## config.mk

```make
export PLATFORM = sky130hd
export DESIGN_NAME = uart_rx
export DESIGN_NICKNAME = d
export VERILOG_FILES = /design/src/rtl/uart_pkg.sv /design/src/rtl/uart_baud_tick.sv /design/src/rtl/uart_rx.sv
export SDC_FILE = /design/constraint.sdc
export NUM_CORES = 1
export LEC_CHECK = 0
export BUFFER_PORTS_ARGS = -buffer_cell sky130_fd_sc_hd__buf_2
export CAP_MARGIN = 20
export CORE_AREA = 3 3 58 60
export CTS_BUF_LIST = sky130_fd_sc_hd__clkbuf_8
export CTS_CLUSTER_SIZE = 30
export DETAILED_ROUTE_END_ITERATION = 8
export DIE_AREA = 0 0 61 63
export GPL_TIMING_DRIVEN = 0
export PLACE_DENSITY = 0.8
export SYNTH_ARGS = -nofsm -noshare
export SYNTH_HDL_FRONTEND = slang
export SYNTH_SLANG_ARGS = --single-unit
export TNS_END_PERCENT = 30
```

## constraint.sdc

```tcl
create_clock -name clk24m -period 5 [get_ports clk24m]
set_input_delay 0.25 -clock clk24m [delete_from_list [all_inputs] [get_ports clk24m]]
set_output_delay 0.25 -clock clk24m [all_outputs]
set_load 0.1 [all_outputs]
```

## src/rtl/uart_pkg.sv

```systemverilog
// uart_pkg: constants, state encoding and helpers shared by uart_rx and uart_tx.
package uart_pkg;

    localparam int SYS_FRE = 24000000;
    localparam int BPS     = 115200;
    localparam int DIV_CLK = (SYS_FRE / BPS) >> 4;

    typedef enum logic [2:0] {
        IDLE   = 3'd0,
        START  = 3'd1,
        DATA   = 3'd2,
        PARITY = 3'd3,
        STOP   = 3'd4
    } uart_state_t;

    // Bit-index encoding reported on no_bit_rx (and the matching uart_tx debug port)
    localparam logic [3:0] START_BIT  = 4'd1;
    localparam logic [3:0] DATA_FIRST = 4'd2;
    localparam logic [3:0] DATA_LAST  = 4'd9;
    localparam logic [3:0] PARITY_BIT = 4'd10;
    localparam logic [3:0] STOP_BIT   = 4'd11;

    // 2-of-3 vote used by the optional majority sampler
    function automatic logic maj3(input logic a, input logic b, input logic c);
        return (a & b) | (a & c) | (b & c);
    endfunction

endpackage

```

## src/rtl/uart_baud_tick.sv

```systemverilog
// uart_baud_tick: free-running divide-by-DIV counter producing a one-clock tick
// at terminal count. The synchronous clear lets the receiver re-phase the
// counter onto a detected start edge.
module uart_baud_tick
    import uart_pkg::*;
#(
    parameter int DIV = DIV_CLK
) (
    input  logic clk24m,
    input  logic rst,
    input  logic clr,
    output logic tick
);

    localparam int W = (DIV > 1) ? $clog2(DIV) : 1;
    localparam logic [W-1:0] TC = W'(DIV - 1);

    logic [W-1:0] cnt_tick;

    assign tick = (cnt_tick == TC);

    // Count 0..DIV-1, wrapping at terminal count or on clear
    always_ff @(posedge clk24m) begin
        if (rst || clr || tick) begin
            cnt_tick <= '0;
        end else begin
            cnt_tick <= cnt_tick + W'(1);
        end
    end

endmodule

```

## src/rtl/uart_rx.sv

```systemverilog
// uart_rx: 16x oversampled UART receiver, 8 data bits LSB first, even parity,
// one stop bit. Host reads through a holding register with rdrf/pe/fe/oe flags
// cleared by a falling edge on rdn.
// Build option: UART_RX_MAJORITY_EN selects a 2-of-3 vote over oversample
// phases 6/7/8 (decision at phase 8) instead of a single sample at phase 7.
//
// state  | meaning
// -------+-----------------------------------------------------------------
// IDLE   | line idle, waiting for a falling edge on the synchronized input
// START  | validating the start bit at mid-bit; a high sample is a false start
// DATA   | shifting in 8 data bits, LSB first, accumulating parity
// PARITY | folding the parity bit into the running parity
// STOP   | sampling the stop bit; the frame completes at mid-stop
module uart_rx
    import uart_pkg::*;
(
    input  logic       clk24m,
    input  logic       rst,
    input  logic       rxd,
    input  logic       rdn,
    output logic [7:0] dat_out,
    output logic       rdrf,
    output logic       pe,
    output logic       fe,
    output logic       oe,
    output logic       busy,
    output logic [3:0] no_bit_rx
);

`ifdef UART_RX_MAJORITY_EN
    localparam logic [3:0] SAMPLE_PHASE = 4'd8;
`else
    localparam logic [3:0] SAMPLE_PHASE = 4'd7;
`endif

    logic        rx_s1;
    logic        rxs;
    logic        rxs_d;
    logic        rdn_r;
    logic        rdn_d;
    logic        rx_fall;
    logic        rd_edge;
    logic        start_det;

    logic        tick;
    logic [3:0]  cnt16;
    logic        samp_pt;
    logic        bit_end;
    logic        samp;

    uart_state_t state;
    uart_state_t state_nxt;

    logic        shift_en;
    logic        par_en;
    logic        bit_adv;
    logic        complete;

    logic [7:0]  rsr;
    logic        par;

    // Two-flop synchronizer on rxd plus registered rdn, both idling high
    always_ff @(posedge clk24m) begin
        if (rst) begin
            rx_s1 <= 1'b1;
            rxs   <= 1'b1;
            rxs_d <= 1'b1;
            rdn_r <= 1'b1;
            rdn_d <= 1'b1;
        end else begin
            rx_s1 <= rxd;
            rxs   <= rx_s1;
            rxs_d <= rxs;
            rdn_r <= rdn;
            rdn_d <= rdn_r;
        end
    end

    assign rx_fall   = rxs_d & ~rxs;
    assign rd_edge   = rdn_d & ~rdn_r;
    assign start_det = (state == IDLE) && rx_fall;

    uart_baud_tick #(
        .DIV (DIV_CLK)
    ) u_baud_tick (
        .clk24m (clk24m),
        .rst    (rst),
        .clr    (start_det),
        .tick   (tick)
    );

    // Oversample phase within the current bit, re-aligned on each start edge
    always_ff @(posedge clk24m) begin
        if (rst || start_det) begin
            cnt16 <= 4'd0;
        end else if (tick) begin
            cnt16 <= cnt16 + 4'd1;
        end
    end

    assign samp_pt = tick && (cnt16 == SAMPLE_PHASE);
    assign bit_end = tick && (cnt16 == 4'd15);

`ifdef UART_RX_MAJORITY_EN
    logic vote6;
    logic vote7;

    // Capture the early votes; the third vote is the live input at phase 8
    always_ff @(posedge clk24m) begin
        if (rst) begin
            vote6 <= 1'b1;
            vote7 <= 1'b1;
        end else if (tick) begin
            if (cnt16 == 4'd6) vote6 <= rxs;
            if (cnt16 == 4'd7) vote7 <= rxs;
        end
    end

    assign samp = maj3(vote6, vote7, rxs);
`else
    assign samp = rxs;
`endif

    // State register
    always_ff @(posedge clk24m) begin
        if (rst) begin
            state <= IDLE;
        end else begin
            state <= state_nxt;
        end
    end

    // Next-state decode
    always_comb begin
        state_nxt = state;
        case (state)
            IDLE: begin
                if (rx_fall) state_nxt = START;
            end
            START: begin
                if (samp_pt && samp) begin
                    state_nxt = IDLE;
                end else if (bit_end) begin
                    state_nxt = DATA;
                end
            end
            DATA: begin
                if (bit_end && (no_bit_rx == DATA_LAST)) state_nxt = PARITY;
            end
            PARITY: begin
                if (bit_end) state_nxt = STOP;
            end
            STOP: begin
                if (samp_pt) state_nxt = IDLE;
            end
            default: state_nxt = IDLE;
        endcase
    end

    // Per-state datapath strobes
    always_comb begin
        shift_en = 1'b0;
        par_en   = 1'b0;
        bit_adv  = 1'b0;
        complete = 1'b0;
        case (state)
            START: begin
                bit_adv = bit_end;
            end
            DATA: begin
                shift_en = samp_pt;
                bit_adv  = bit_end;
            end
            PARITY: begin
                par_en  = samp_pt;
                bit_adv = bit_end;
            end
            STOP: begin
                complete = samp_pt;
            end
            default: begin
                shift_en = 1'b0;
            end
        endcase
    end

    // Bit index, shift register, running parity and busy flag
    always_ff @(posedge clk24m) begin
        if (rst) begin
            no_bit_rx <= 4'd0;
            rsr       <= 8'd0;
            par       <= 1'b0;
            busy      <= 1'b0;
        end else begin
            busy <= (state_nxt != IDLE);
            if (start_det) begin
                no_bit_rx <= START_BIT;
                par       <= 1'b0;
            end else begin
                if (state_nxt == IDLE) begin
                    no_bit_rx <= 4'd0;
                end else if (bit_adv) begin
                    no_bit_rx <= no_bit_rx + 4'd1;
                end
                if (shift_en) begin
                    rsr <= {samp, rsr[7:1]};
                    par <= par ^ samp;
                end else if (par_en) begin
                    par <= par ^ samp;
                end
            end
        end
    end

    // Host holding register; a completing frame takes priority over a read edge
    always_ff @(posedge clk24m) begin
        if (rst) begin
            dat_out <= 8'd0;
            rdrf    <= 1'b0;
            pe      <= 1'b0;
            fe      <= 1'b0;
            oe      <= 1'b0;
        end else if (complete) begin
            dat_out <= rsr;
            rdrf    <= 1'b1;
            pe      <= par;
            fe      <= ~samp;
            oe      <= rdrf & ~rd_edge;
        end else if (rd_edge) begin
            rdrf <= 1'b0;
            pe   <= 1'b0;
            fe   <= 1'b0;
            oe   <= 1'b0;
        end
    end

endmodule
```

==> results.json, run 1 <==
{
  "area_delta_synth_final_pct": 13.3,
  "cts.repair.resized": 0,
  "relSlewSlack_pct": 60.5,
  "hold_path_class": "in2reg",
  "final-hold-violation-count": 0,
  "synth-main-ff-cell": "dfxtp_1",
  "final_cell_area_um2": 1980,
  "ir_drop_uv": 202,
  "drtIter0Drc": 74,
  "use_met3_pct": 3.72,
  "final_common_cell": "dfxtp_1",
  "nets": 234,
  "yosysSeqAreaShare_pct": 48.2,
  "diodes": 0,
  "fin_setup_tns_ps": 0,
  "routed-via-count": 1380,
  "cts_setup_buffers": 0,
  "status": "finished, final reports clean",
  "cts-root-buf": "clkbuf_8",
  "grt_pass1_vias": 1290,
  "hpwl_um": 2260,
  "worst_setup_path_start_kind": "register",
  "clk_latency_ps": 290,
  "grt_max_degree": 13,
  "finalPower_mw": 0.591,
  "cts_buffers": 5,
  "vias_per_cell": 5.33,
  "num_io_pins": 21,
  "synth_top_area_share_pct": 48.2,
  "power_frac_seq_pct": 58.0,
  "yosys.area.top_type": "dfxtp_1",
  "p_int_mw": 0.458,
  "holdPathEnd": "rdn_r",
  "track_usage_pct": 18.4,
  "synth.avg_cell_area_um2": 8.82,
  "worstHoldStart": "rdn",
  "cts_hold_buf": 0,
  "worst_pin_slew_ps": 589,
  "antenna_found_initial": 0,
  "io_buffers": 20,
  "r2r_cells": 7,
  "clk_pin_slew_worst_paths_ps": 80,
  "fin_skew_ps": 5.65,
  "synth-edff-count": 0,
  "power.net_switching_mw": 0.133,
  "ys_top_cells_by_area": "dfxtp_1 48%, nand2_1 8.8%, a21oi_1 5.7%",
  "cellPowerDensity_nw_per_um2": 299,
  "rsz0062_at_grt": "no",
  "met1_usage_pct": 24.9,
  "period_share_pct": 38.6,
  "endpoint_kind": "register",
  "grt_pass1_wl_um": 5510,
  "fp.dieH_um": 63,
  "cts_tree": "done",
  "use_met2_pct": 28.6,
  "regToRegEndpoint": "oe",
  "synthCells": 198,
  "worstPathMaxFanout": 10,
  "wl_um": 3180,
  "fin_crit_ps": 1930,
  "fin_ws_ps": 3070,
  "ys_seq_elements": 42,
  "rows": 20,
  "dp_slack_ps": 3050,
  "ff2ff_setup_slack_ps": 3070,
  "cp.required_ps": 5170,
  "clk_path_buf_depth": 2,
  "final_cell_mix": "42 x dfxtp_1, 41 x nand2_1, 21 x buf_2, 20 x a21oi_1, 15 x nor2_1",
  "maxSlewViolCount": 0,
  "numClockSinks": 42,
  "grt_busiest_layer": "met2",
  "arrival_ps": 2100,
  "dr.pass1.iters": 4,
  "hold_ws_ps": 133,
  "p_sw_share_pct": 22.6,
  "die-area_um2": 3840,
  "drive_gt1_share_pct": 20.4,
  "maxCapViolCount": 0,
  "async_flop_share_pct": 0,
  "drc": 0,
  "ant_nets": 0,
  "p_leak_nw": 0.746,
  "timing.fmax_ghz": 0.518,
  "die_x_um": 61,
  "pwr-share-comb_pct": 4.7,
  "syn-cell-area_um2": 1750,
  "syn_nets": 207,
  "whs_path_depth": 2,
  "place_congestion": 0.755,
  "synth_warnings": 0,
  "critPathKind": "reg2reg",
  "htreeDepth": 2,
  "detail_route.wl_per_cell_um": 12.3,
  "dpl_cell_area_um2": 1890,
  "start_util_pct": 58.6,
  "ys_types": 43,
  "grt_overflow": 0,
  "p_clk_share_pct": 37.3,
  "reg2reg_from": "u_baud_tick.cnt_tick[0]",
  "coreArea_um2": 2980,
  "finalSetupViolations": 0
}
==> layer usage <==
layer | wire (µm) | up-vias
li1 | - | 715
met1 | 1520 | 629
met2 | 1490 | 30
met3 | 111 | 6
met4 | 51 | 0
met5 | 0 | -
==> worst max-delay path, cell delays in order, from the launching register on <==
cell	delay, ps
dfxtp_1	340
inv_1	60
ha_1	180
and4_4	280
nand3_4	120
nor4_4	470
mux2i_1	310
nor3_2	50
==> logic make-up (layout without fill, tap and decap cells) <==
group / Yosys count / after routing / synth area share (%)
muxes: 2 / 2 / 1.15
adders and majority gates: 5 / 5 / 3.58
xor gates and xnor gates: 9 / 9 / 4.52
buffers and inverters: 15 / 43 / 3.73
DFF: 42 / 42 / 48.2
and+or+nand+nor: 93 / 93 / 27.9
AOI/OAI and AO/OA: 32 / 32 / 11.0
==> Yosys cell counts (3+ instances only) <==
| cell type | instances |
|---|---|
| dfxtp_1 | 42 |
| nand2_1 | 41 |
| a21oi_1 | 20 |
| nor2_1 | 15 |
| inv_1 | 7 |
| nand3_1 | 6 |
| or2_2 | 6 |
| xnor2_1 | 6 |
| clkbuf_1 | 5 |
| ha_1 | 5 |
| nor2b_1 | 3 |
| o211ai_1 | 3 |
| xor2_1 | 3 |
==> cell type report <==
class	count	area, µm²
inverter	8	30.0
sequential	42	841
fill	257	1000
tap	33	41.3
clock buffer	6	82.6
buffer	7	35.0
multi-input combinational	141	840
clock inverter	2	8.76
timing repair buffer	20	100
==> flip-flops by register name, summed over array words and instances, names as in the netlist <==
register	count
dat_out	8
rsr	8
cnt16	4
no_bit_rx	4
u_baud_tick.cnt_tick	4
state	3
busy	1
fe	1
oe	1
par	1
pe	1
rdn_d	1
rdn_r	1
rdrf	1
rx_s1	1
rxs	1
rxs_d	1
==> worst max path at each step <==
stage	startpoint	endpoint	cells after the start
5_1_grt	u_baud_tick.cnt_tick[0]	oe	7
3_3_place_gp	u_baud_tick.cnt_tick[0]	oe	7
3_5_place_dp	u_baud_tick.cnt_tick[0]	oe	7
2_1_floorplan	no_bit_rx[0]	no_bit_rx[1]	6
4_1_cts	u_baud_tick.cnt_tick[0]	oe	7
6_report	u_baud_tick.cnt_tick[0]	oe	7
==> per-stage QoR <==
| stage | instances | utilization (%) |
|---|---|---|
| finish | 259 | 66.4 |
| global route | 259 | 66.4 |
| CTS | 259 | 66.4 |
| detailed placement | 251 | 63.4 |
| global placement | 251 | 63.4 |
| floorplan | 198 | - |
==> power groups by stage <==
stage                     Combinational, mW  Sequential, mW  Clock, mW
after floorplan                      0.0168           0.355          0
after global placement               0.0276           0.350          0
after detailed placement             0.0280           0.351          0
after CTS                            0.0280           0.343      0.224
after global routing                 0.0312           0.344      0.234
final                                0.0278           0.343      0.220
Note: power is estimated with default switching activity, not from simulation.
==> run 2: changes to the inputs <==
--- a/config.mk
+++ b/config.mk
@@ -5,15 +5,16 @@
 export SDC_FILE = /design/constraint.sdc
 export NUM_CORES = 1
 export LEC_CHECK = 0
+export ABC_AREA = 1
 export BUFFER_PORTS_ARGS = -buffer_cell sky130_fd_sc_hd__buf_2
 export CAP_MARGIN = 20
-export CORE_AREA = 3 3 58 60
+export CORE_AREA = 3 3 62 64
 export CTS_BUF_LIST = sky130_fd_sc_hd__clkbuf_8
 export CTS_CLUSTER_SIZE = 30
 export DETAILED_ROUTE_END_ITERATION = 8
-export DIE_AREA = 0 0 61 63
+export DIE_AREA = 0 0 65 67
 export GPL_TIMING_DRIVEN = 0
-export PLACE_DENSITY = 0.8
+export PLACE_DENSITY = 0.75
 export SYNTH_ARGS = -nofsm -noshare
 export SYNTH_HDL_FRONTEND = slang
 export SYNTH_SLANG_ARGS = --single-unit
==> constraint.sdc (replaced) <==
create_clock -name clk24m -period 1.72 [get_ports clk24m]
set_input_delay 0.086 -clock clk24m [delete_from_list [all_inputs] [get_ports clk24m]]
set_output_delay 0.086 -clock clk24m [all_outputs]
set_load 0.1 [all_outputs]
==> run 2 against run 1 <==
Against the previous run:
- design area grew 6.8%
- wire length decreased by 0.82%
- first-iteration DRC count grew 16%
- combinational power grew to 3.4 times the previous value
- critical path depth is 3 higher
- die area up 13%
- maximum frequency up 24%
- global-route usage down 2.3 points
==> results.json, run 2 <==
{
  "io_buffers": 20,
  "nFillCells": 311,
  "cts_buffers": 5,
  "clk_latency_ps": 300,
  "worst_setup_path_start_kind": "register",
  "finalSetupViolations": 0,
  "timing.fmax_ghz": 0.643,
  "final_cell_mix": "45 x nor2_1, 38 x dfxtp_1, 34 x nand2_1, 21 x inv_1, 21 x buf_2",
  "ys_seq_elements": 42,
  "clk_path_buf_depth": 2,
  "routed-wl-met3_um": 143,
  "drive_gt1_share_pct": 23.2,
  "antenna_found_initial": 0,
  "synth-main-ff-cell": "dfxtp_1",
  "cts-root-buf": "clkbuf_8",
  "crit_family": "simple AND/OR/NAND/NOR gates",
  "numClockSinks": 42,
  "p_leak_nw": 0.985,
  "ys_types": 25,
  "grt_overflow": 0,
  "pwr-share-comb_pct": 5.0,
  "power.net_switching_mw": 0.428,
  "fin_skew_ps": 3.30,
  "hpwl_um": 2250,
  "post-place-cells": 295,
  "finalPower_mw": 1.88,
  "die-area_um2": 4360,
  "synth.avg_cell_area_um2": 7.71,
  "syn_nets": 238,
  "fp.dieH_um": 67,
  "ir_drop_uv": 736,
  "syn-cell-area_um2": 1770,
  "period_share_pct": 90.5,
  "dpl_cell_area_um2": 1930,
  "worst_path_max_delay_cell": "dfxtp_2",
  "nets": 271,
  "dp_slack_ps": 97.5,
  "cts_tree": "done",
  "synth_commonest_cells": "47 x nor2_1, 42 x dfxtp_1, 34 x nand2_1",
  "worst_pin_slew_ps": 486,
  "fin_crit_ps": 1560,
  "async_flop_share_pct": 0,
  "cp.required_ps": 1900,
  "arrival_ps": 1730,
  "stdcell_count": 309,
  "grt_max_degree": 15,
  "num_io_pins": 21,
  "area_delta_synth_final_pct": 19.6,
  "grt_pass1_wl_um": 5390,
  "ys_top_cells_by_area": "dfxtp_1 48%, nor2_1 10%, nand2_1 7.2%",
  "htreeDepth": 2,
  "cp_cell_sequence": "inv_1, ha_1, inv_1, nor2_4, nand2_1, nand2_1, nand3_1, nor2_4, buf_4, a21oi_1",
  "wl_met1_um": 1520,
  "clk_pin_slew_worst_paths_ps": 80,
  "rows": 21,
  "drc": 0,
  "track_usage_pct": 16.2,
  "yosysSeqAreaShare_pct": 47.6,
  "die_x_um": 65,
  "endpoint_kind": "register",
  "diodes": 0,
  "dr.pass1.iters": 5,
  "reg.largest.list": "dat_out x8, rsr x8",
  "synth_top_area_share_pct": 47.6,
  "synth-edff-count": 0,
  "routed-via-count": 1468,
  "wl_um": 3150,
  "synth_warnings": 0,
  "final-hold-violation-count": 0,
  "fin_ws_ps": 164,
  "cp_slowest_stage_delay_ps": 340,
  "worstPathMaxFanout": 4,
  "relSlewSlack_pct": 67.8,
  "ff2ff_setup_slack_ps": 160,
  "coreArea_um2": 3340,
  "p_sw_share_pct": 22.8,
  "yosys.area.top_type": "dfxtp_1",
  "final_cell_area_um2": 2110,
  "top_layer": "met4",
  "wl_met2_um": 1420,
  "p_clk_share_pct": 41.9,
  "hold_path_class": "in2reg",
  "vias_per_cell": 4.75,
  "maxSlewViolCount": 0,
  "grt_pass1_vias": 1259,
  "power_frac_seq_pct": 53.0,
  "cellPowerDensity_nw_per_um2": 889,
  "final_common_cell": "nor2_1",
  "place_congestion": 0.804,
  "ant_nets": 0,
  "critPathKind": "reg2reg",
  "p_int_mw": 1.45,
  "synth_most_common_cell": "nor2_1",
  "synthCells": 229,
  "maxCapViolCount": 0,
  "critPathBufInv": 3,
  "detail_route.wl_per_cell_um": 10.2,
  "status": "finished, final reports clean",
  "start_util_pct": 52.9,
  "drtIter0Drc": 86
}
run 2: changes by cell type in the layout (fill, tap and decap cells not counted), moves of 5 or more:
| cell | delta |
|---|---|
| buf_4 | +5 |
| nand2_1 | -7 |
| xnor2_1 | -5 |
| a21oi_1 | -5 |
| o21ai_0 | +18 |
| nor2_4 | +6 |
| nor2_1 | +30 |
| inv_1 | +13 |
run 2: final cells by class:
cell class	count	area (µm²)	share of cell area [%]
clock inverters	3	45.0	2.13
repair buffers	26	150	7.10
plain buffers	5	23.8	1.12
multi-input cells	160	840	39.7
flip-flops and latches	42	846	40.0
well taps	46	57.6	2.72
clock buffers	5	68.8	3.26
inverters	22	82.6	3.91
run 2: worst register-to-register path: stages, from the launching register on:
cell and delay, ps:
dfxtp_2 340, inv_1 50, ha_1 170, inv_1 80, nor2_4 160, nand2_1 90
nand2_1 100, nand3_1 120, nor2_4 140, buf_4 130, a21oi_1 50
run 2: final timing paths:
check	start	endpoint	depth (start not counted)
worst max-delay path	u_baud_tick.cnt_tick[0]	busy	10
worst max register to register	u_baud_tick.cnt_tick[0]	busy	10
worst min-delay path	rst	no_bit_rx[0]	3
worst min register to register	rx_s1	rxs	1
run 2: power groups by stage:
stage / registers [mW] / logic (mW) / clock network [mW]
after detailed placement: 1.02 / 0.0877 / 0
after CTS: 0.996 / 0.0912 / 0.803
after floorplan: 1.03 / 0.0545 / 0
after global placement: 1.02 / 0.0863 / 0
final: 0.996 / 0.0947 / 0.787
after global routing: 0.998 / 0.107 / 0.825
run 2: per-stage QoR:
stage	TNS [ps]	hold WS [ps]	utilization [%]
2_1_floorplan	0	190	-
3_3_place_gp	0	269	57.8
3_5_place_dp	0	273	57.8
4_1_cts	0	55.4	61.8
5_1_grt	-0.565	60.2	63.3
6_report	0	59.5	63.3
run 2: cell families (layout without fill, tap and decap cells):
logic type	after synthesis	after routing	share of synthesized area, %
compound gates	36	36	10.3
simple gates	116	116	31.0
buf+inv	27	61	6.02
xor+xnor	3	3	1.49
fa+ha+maj	5	5	3.54
flops	42	42	47.6
run 2: repair_timing:
action | 4_1_cts | 5_1_grt
endpoints found under the hold margin | 2 | 0
hold buffers | 2 | 0
setup buffers | 0 | 4
setup endpoints to repair | 0 | 11
resized for setup | 0 | 7
run 2: metal layers:
layer	global-route usage (%)	vias to the layer above
met3	5.23	6
met1	19.9	646
met2	25.2	24
met4	8.18	0
met5	0	-
li1	-	792
